==> config.mk <==
export PLATFORM = sky130hd
export DESIGN_NAME = spi_sram_responder
export DESIGN_NICKNAME = d
export VERILOG_FILES = /design/src/rtl/spi_sram_pkg.sv /design/src/rtl/spi_sram_responder_sync_edge.sv /design/src/rtl/spi_sram_responder.sv
export SDC_FILE = /design/constraint.sdc
export NUM_CORES = 2
export LEC_CHECK = 0
export ABC_AREA = 1
export CAP_MARGIN = 20
export CELL_PAD_IN_SITES_DETAIL_PLACEMENT = 0
export CELL_PAD_IN_SITES_GLOBAL_PLACEMENT = 1
export CORE_MARGIN = 3
export CORE_UTILIZATION = 30
export CTS_BUF_LIST = sky130_fd_sc_hd__clkbuf_16
export DETAILED_ROUTE_END_ITERATION = 10
export HOLD_SLACK_MARGIN = 0.15
export PLACE_DENSITY_LB_ADDON = 0.1
export SLEW_MARGIN = 20
export SYNTH_ARGS = -nofsm -noshare
export SYNTH_HDL_FRONTEND = slang
export SYNTH_HIERARCHICAL = 1
export SYNTH_SLANG_ARGS = --single-unit
==> constraint.sdc <==
create_clock -name clk -period 6.58 [get_ports clk]
set_input_delay 1.645 -clock clk [delete_from_list [all_inputs] [get_ports clk]]
set_output_delay 1.645 -clock clk [all_outputs]
set_load 0.02 [all_outputs]
==> src/rtl/spi_sram_pkg.sv <==
// Shared definitions for the SPI serial-SRAM responder: opcodes, FSM states
// and bit-counter width.
package spi_sram_pkg;

   localparam logic [7:0] CMD_READ  = 8'h03;
   localparam logic [7:0] CMD_WRITE = 8'h02;

   // Wide enough to count the 24 address bits.
   localparam int BIT_CNT_W = 5;

   typedef enum logic [2:0] {
      IDLE,
      CMD,
      ADDR,
      RD_DATA,
      WR_DATA,
      IGNORE
   } state_t;

endpackage

==> src/rtl/spi_sram_responder_sync_edge.sv <==
// Two-flop synchronizer with a third flop for single-clk rise/fall pulses.
module spi_sync_edge #(
   parameter logic RST_VAL = 1'b0
) (
   input  logic clk,
   input  logic reset,
   input  logic din,
   output logic rise,
   output logic fall
);

   logic [2:0] pipe_reg;

   always_ff @(posedge clk or posedge reset) begin
      if (reset) begin
         pipe_reg <= {3{RST_VAL}};
      end else begin
         pipe_reg <= {pipe_reg[1:0], din};
      end
   end

   assign rise = pipe_reg[1] & ~pipe_reg[2];
   assign fall = ~pipe_reg[1] & pipe_reg[2];

endmodule

==> src/rtl/spi_sram_responder.sv <==
// Mode-0 SPI slave emulating a 23LC-style serial SRAM backed by an inline
// byte array; all SPI inputs are oversampled in the clk domain.
module spi_sram_responder #(
   parameter int         ADDR_W    = 8,
   parameter logic [7:0] CMD_READ  = 8'h03,
   parameter logic [7:0] CMD_WRITE = 8'h02
) (
   input  logic              clk,
   input  logic              reset,
   input  logic              sck,
   input  logic              cs_n,
   input  logic              mosi,
   output logic              miso,
   output logic              active,
   output logic              wr_stb,
   output logic [ADDR_W-1:0] wr_addr,
   output logic [7:0]        wr_data
);
   import spi_sram_pkg::*;

   logic                 sck_rise;
   logic                 sck_fall;
   logic [1:0]           cs_sync_reg;
   logic [1:0]           mosi_sync_reg;
   logic                 cs_low;
   logic                 mosi_s;

   state_t               state_reg;
   logic [BIT_CNT_W-1:0] bit_cnt_reg;
   logic [7:0]           shreg_reg;
   logic [ADDR_W-1:0]    addr_reg;
   logic                 rd_cmd_reg;
   logic [1:0]           load_pipe_reg;
   logic [7:0]           rd_data_reg;
   logic [7:0]           byte_in;
   logic                 byte_done;

   logic [7:0] mem [0:(2**ADDR_W)-1];

   spi_sync_edge #(.RST_VAL(1'b0)) u_sck_sync (
      .clk   (clk),
      .reset (reset),
      .din   (sck),
      .rise  (sck_rise),
      .fall  (sck_fall)
   );

   always_ff @(posedge clk or posedge reset) begin
      if (reset) begin
         cs_sync_reg   <= 2'b11;
         mosi_sync_reg <= 2'b00;
      end else begin
         cs_sync_reg   <= {cs_sync_reg[0], cs_n};
         mosi_sync_reg <= {mosi_sync_reg[0], mosi};
      end
   end

   assign cs_low    = ~cs_sync_reg[1];
   assign mosi_s    = mosi_sync_reg[1];
   assign byte_in   = {shreg_reg[6:0], mosi_s};
   assign byte_done = (bit_cnt_reg == BIT_CNT_W'(7));

   // Registered-read array; the write port is fed from the committed-byte registers.
   always_ff @(posedge clk) begin
      if (wr_stb) begin
         mem[wr_addr] <= wr_data;
      end
      rd_data_reg <= mem[addr_reg];
   end

   always_ff @(posedge clk or posedge reset) begin
      if (reset) begin
         state_reg     <= IDLE;
         bit_cnt_reg   <= '0;
         shreg_reg     <= '0;
         addr_reg      <= '0;
         rd_cmd_reg    <= 1'b0;
         load_pipe_reg <= '0;
         miso          <= 1'b0;
         active        <= 1'b0;
         wr_stb        <= 1'b0;
         wr_addr       <= '0;
         wr_data       <= '0;
      end else begin
         wr_stb        <= 1'b0;
         // Address settles one clk, array read takes one more, then the load.
         load_pipe_reg <= {load_pipe_reg[0], 1'b0};
         if (load_pipe_reg[1]) begin
            shreg_reg <= rd_data_reg;
         end

         if (state_reg != IDLE && !cs_low) begin
            state_reg     <= IDLE;
            active        <= 1'b0;
            miso          <= 1'b0;
            bit_cnt_reg   <= '0;
            load_pipe_reg <= '0;
         end else begin
            case (state_reg)
               IDLE: begin
                  miso <= 1'b0;
                  if (cs_low) begin
                     state_reg   <= CMD;
                     active      <= 1'b1;
                     bit_cnt_reg <= '0;
                  end
               end
               CMD: begin
                  if (sck_rise) begin
                     shreg_reg <= byte_in;
                     if (byte_done) begin
                        bit_cnt_reg <= '0;
                        rd_cmd_reg  <= (byte_in == CMD_READ);
                        if (byte_in == CMD_READ || byte_in == CMD_WRITE) begin
                           state_reg <= ADDR;
                        end else begin
                           state_reg <= IGNORE;
                        end
                     end else begin
                        bit_cnt_reg <= bit_cnt_reg + 1'b1;
                     end
                  end
               end
               ADDR: begin
                  // Shifting into an ADDR_W-bit register drops the unused upper bits.
                  if (sck_rise) begin
                     addr_reg <= {addr_reg[ADDR_W-2:0], mosi_s};
                     if (bit_cnt_reg == BIT_CNT_W'(23)) begin
                        bit_cnt_reg <= '0;
                        if (rd_cmd_reg) begin
                           state_reg        <= RD_DATA;
                           load_pipe_reg[0] <= 1'b1;
                        end else begin
                           state_reg <= WR_DATA;
                        end
                     end else begin
                        bit_cnt_reg <= bit_cnt_reg + 1'b1;
                     end
                  end
               end
               RD_DATA: begin
                  if (sck_fall) begin
                     miso      <= shreg_reg[7];
                     shreg_reg <= {shreg_reg[6:0], 1'b0};
                     if (byte_done) begin
                        bit_cnt_reg      <= '0;
                        addr_reg         <= addr_reg + 1'b1;
                        load_pipe_reg[0] <= 1'b1;
                     end else begin
                        bit_cnt_reg <= bit_cnt_reg + 1'b1;
                     end
                  end
               end
               WR_DATA: begin
                  if (sck_rise) begin
                     shreg_reg <= byte_in;
                     if (byte_done) begin
                        wr_stb      <= 1'b1;
                        wr_addr     <= addr_reg;
                        wr_data     <= byte_in;
                        addr_reg    <= addr_reg + 1'b1;
                        bit_cnt_reg <= '0;
                     end else begin
                        bit_cnt_reg <= bit_cnt_reg + 1'b1;
                     end
                  end
               end
               IGNORE: begin
                  miso <= 1'b0;
               end
               default: begin
                  state_reg <= IDLE;
               end
            endcase
         end
      end
   end

endmodule

# After elaboration in Yosys (flattened, before gate mapping)
# Memories as Yosys holds them, arrays and structs flattened. A register that Yosys moved wholly into a read port is not among the register bits.
# Index checks and enable logic that the tools add are counted.
# classes
add_sub_neg	2
n_mul	0
div	0
n_lt_le_gt_ge	0
n_eq_ne	21
n_shift	0
muxes	46
n_bitwise	5
n_reduce_logical	18
# ops
operator	n
two-way mux 8 bit	8
two-way mux 5 bit	7
two-way mux 3 bit	8
one-hot mux 8 bit (3 select lines)	1
one-hot mux 5 bit (4 select lines)	1
!= test 3 bit, second input constant	6
two-way mux 1 bit	17
== test 8 x 2 -> 1 bit, second input constant	2
one-hot mux 8 bit (2 select lines)	1
one-hot mux 3 bit (4 select lines)	1
AND reduction 5 bit	2
nonzero test 3 bit	3
adder 8 x 1 -> 8 bit, second input constant	1
AND reduction 4 bit	2
== test 3 x 2 -> 1 bit, second input constant	2
== test 3 bit, second input constant	2
!= test 2 bit, second input constant	3
AND reduction 6 bit	1
adder 5 x 1 -> 5 bit, second input constant	1
== test 5 x 3 -> 1 bit, second input constant	1
== test 5 bit, second input constant	1
nonzero test 5 bit	1
!= test 2 x 1 -> 1 bit, second input constant	2
one-hot mux 1 bit (2 select lines)	2
11 further kinds	16
# word_totals
register_bits	53
latchBits	0
ram_bits	2048
mem_bits_ro	0
input_bits	5
out_inout_bits	19
memories	1
# memory_table
name	words	word_bits	rd	rd_ports_with_merged_regs	write_ports	line_no	rtl
mem	256	8	1	1	1	spi_sram_responder.sv:38	logic [7:0] mem [0:(2**ADDR_W)-1];

# Longest topological paths before layout
# depth
word_depth	7
depth_mapped	18
ltp_nobuf	14

# By module
# Netlist, hierarchy kept.
# modules_own_cells
module	n_inst	cells_per_inst	area_each_um2	seq_area_each_um2
spi_sram_responder	1	8292	89004.1	62912.8
spi_sync_edge	1	8	93.8	75.1

# Worst setup path before layout
# OpenSTA, ideal clock, no wires.
# synth_path
path_kind	flip-flop to output port
start	register wr_data[0]
end	output wr_data[0]
arrival_time_ns	3.303
required_time_ns	4.935
path_slack_ns	1.632
path_stages_with_launch	1
n_path_buf	0
cell_sequence	dfrtp_1
# synth_rtl
element	line_no	rtl
start, declared	spi_sram_responder.sv:17	output logic [7:0] wr_data
start signal, assigned	spi_sram_responder.sv:160	wr_data <= byte_in;
# No word-level cell between the ends.

# Worst setup path in the final report
# layout_path
start	register wr_data[1]
end	output wr_data[1]
# No word-level cell between the ends.

==> metrics.txt <==
run status=complete, no violations; total via count after detailed routing=58,400; number of buffers added on ports=23; cells traversed along the worst timing path=clkdlybuf4s50_1; crit share post-route=0.675; class of the most critical hold timing path=reg2reg; initial antenna violation count=15; setup bufs post-CTS=0; Worst-Skew Late Latency=0.92 ns; sort of element at the start of the critical path=flip-flop; Core Footprint=295,000 sq um; synthesized instance count=8,300; Post-synth EDFFs=2,048; quantity of gates resized following cts=0; GRT Overall Usage=0.198; signal arrival time at the worst endpoint=2.80 ns; destination of the worst register-to-register timing path=rd_data_reg[1]; Max Clock Skew=0.0725 ns; setup TNS=0 ns; post-synthesis register bit count=2,109; summed instance area of the synthesized netlist=89,100 sq um; routed wire length=306,000 um; Largest stage delay, worst path=0.97 ns; Buf+Inv Stages, Crit Path=1; endpoint of the worst hold-timing path=u_sck_sync/pipe_reg[1]; number of buffers on the longest clock path=4; global-route wire length before repair=436,000 um; number of warnings printed during yosys synthesis=6; Worst slew margin=0.222; vias in the first global route=56,200; starting utilization of the core area=0.302; number of CTS-inserted buffers=245; violation count after the first detailed-routing iteration=5,181; post-route minimum period=4.44 ns; number of nets still failing antenna checks after routing=0; most common cell in the synthesized netlist=nand2_1; launch instance of the worst min-delay path=u_sck_sync/pipe_reg[0]; post-synthesis net count=8,309; net count reported at finish=8,217; maximum number of pins on one net before global-route repair=178; pre-CTS setup slack=2.53 ns; clock root cell=clkbuf_16; sequential-to-total area share from yosys stat=0.707; mean area per synthesized cell=10.7 sq um; leading post-synthesis cells by cell area=edfxtp_1, nand2_1, nor2_1; smallest setup slack after layout=2.14 ns; CTS clock-pin slew for the worst setup and hold paths=0.06 ns; setup repair after global routing missed its margin=no; Worst Path Required=4.93 ns; Peak VDD IR=300 uV; num rows=199; delay-heaviest family, CP=flip-flops; Die Y=551 um; Main synth FF type=edfxtp_1; TritonCTS sink count=2,109; I/O Pins=24; number of max-cap violations=0; internal reg-to-reg setup slack=2.50 ns; power consumption=0.0379 W; leakage dissipation=40.0 nW; ratio of cells with drive above 1 in the final layout=0.0574; Largest register FFs=2,048; Post-DP HPWL=175,000 um; die area=304,000 sq um; final-report max-slew violation count=0; drt via density=4.73; routed wire length per instance=24.8 um; TritonCTS clock tree=built; leading post-synthesis cells by instance count=nand2_1, edfxtp_1, nor2_1; overall die width=551 um; share of the synthesized area in the top cell type=0.690; largest fanout on the critical path=41; number of H-tree levels=4; worst r2r path cells=12; number of setup violations in the final report=0; start of the worst register-to-register path=addr_reg[0]; fmax=0.225 GHz; P&R area growth vs syn=13.1%; gpl congestion=0.790; Remaining Overflow, GRT=0; Setup Crit Path Kind=reg2out; sort of element at the end of the critical path=output pin; Largest Register=mem; detailed-router iteration count before antenna repair=5; slowest cell on the critical path=dfrtp_4; async set or reset register ratio after synthesis=0.0251; worst hold path cell count=0; Yosys cell types=38; Tightest Pin Transition=1.17 ns; power density over the cells=376 nW/um^2; hold buffers post-CTS=0; fill count=29,600; cell type contributing the most total cell area after synthesis=edfxtp_1; number of design rule violations left after detail routing=0; Final Hold Violating Endpoints=0
-- area by class of cell --
| type | count | area [sq um] | share of cell area |
|---|---|---|---|
| antenna | 3 | 7.51 | 0.0000745 |
| clock buffer | 246 | 6160 | 0.0611 |
| clock inverter | 204 | 1540 | 0.0153 |
| inverter | 739 | 2810 | 0.0279 |
| multi-input combinational | 4980 | 21000 | 0.208 |
| sequential | 2109 | 63000 | 0.626 |
| tap | 3919 | 4900 | 0.0487 |
| timing repair buffer | 133 | 1330 | 0.0132 |
-- layer usage --
metal / share of wire / GRT usage
met1: 0.49 / 0.295
met2: 0.45 / 0.308
met3: 0.045 / 0.0263
met4: 0.019 / 0.0382
met5: 0.000043 / 0
-- worst max-delay path by stage --
stage                           endpoint  cells after the start  slack [ns]         from
final                         wr_data[1]                      1        2.14   wr_data[1]
after global routing          wr_data[1]                      1        2.01   wr_data[1]
after CTS                     wr_data[1]                      1        1.95   wr_data[1]
after detailed placement  rd_data_reg[1]                     12        2.53  addr_reg[0]
after global placement    rd_data_reg[1]                     12        2.51  addr_reg[0]
after floorplan               wr_data[0]                      0        1.63   wr_data[0]
-- power breakdown --
part	switching, W	total (W)	internal, W
clock network	0.00564	0.0133	0.00763
logic	0.00735	0.00962	0.00226
registers	0.000216	0.0151	0.0148
-- through the flow --
| step | utilization | cell area [sq um] | instances | hold slack (ns) |
|---|---|---|---|---|
| 2_1_floorplan | - | 89100 | 8300 | 0.331 |
| 3_3_place_gp | 0.316 | 93000 | 11900 | 0.349 |
| 3_5_place_dp | 0.316 | 93000 | 11900 | 0.340 |
| 4_1_cts | 0.342 | 101000 | 12300 | 0.361 |
| 5_1_grt | 0.342 | 101000 | 12300 | 0.362 |
| 6_report | 0.342 | 101000 | 12300 | 0.359 |
-- logic make-up after synthesis --
group | share of synthesized area
mux | 0.000112
compound gates | 0.0446
simple gates | 0.190
flops | 0.707
fa+ha+maj | 0.000562
buf+inv | 0.0579
xor+xnor | 0.000197
-- cell usage in the layout (no fill, tap or decap), types with 6 or more instances in the layout --
cell	count
o21ai_1	52
buf_4	87
dfrtp_1	39
dfrtp_4	11
clkbuf_16	246
nor3_1	7
nor2_1	1199
clkdlybuf4s50_1	23
buf_12	21
inv_1	777
bufinv_16	23
nand2_2	10
nor2_2	6
nand2_1	2251
clkinv_1	76
dfxtp_1	8
o32ai_1	8
edfxtp_1	2048
clkinv_2	49
a21oi_1	126
o211ai_1	98
o21ai_0	446
nand3_1	748
No activity file was read; power rests on OpenSTA's default activity.
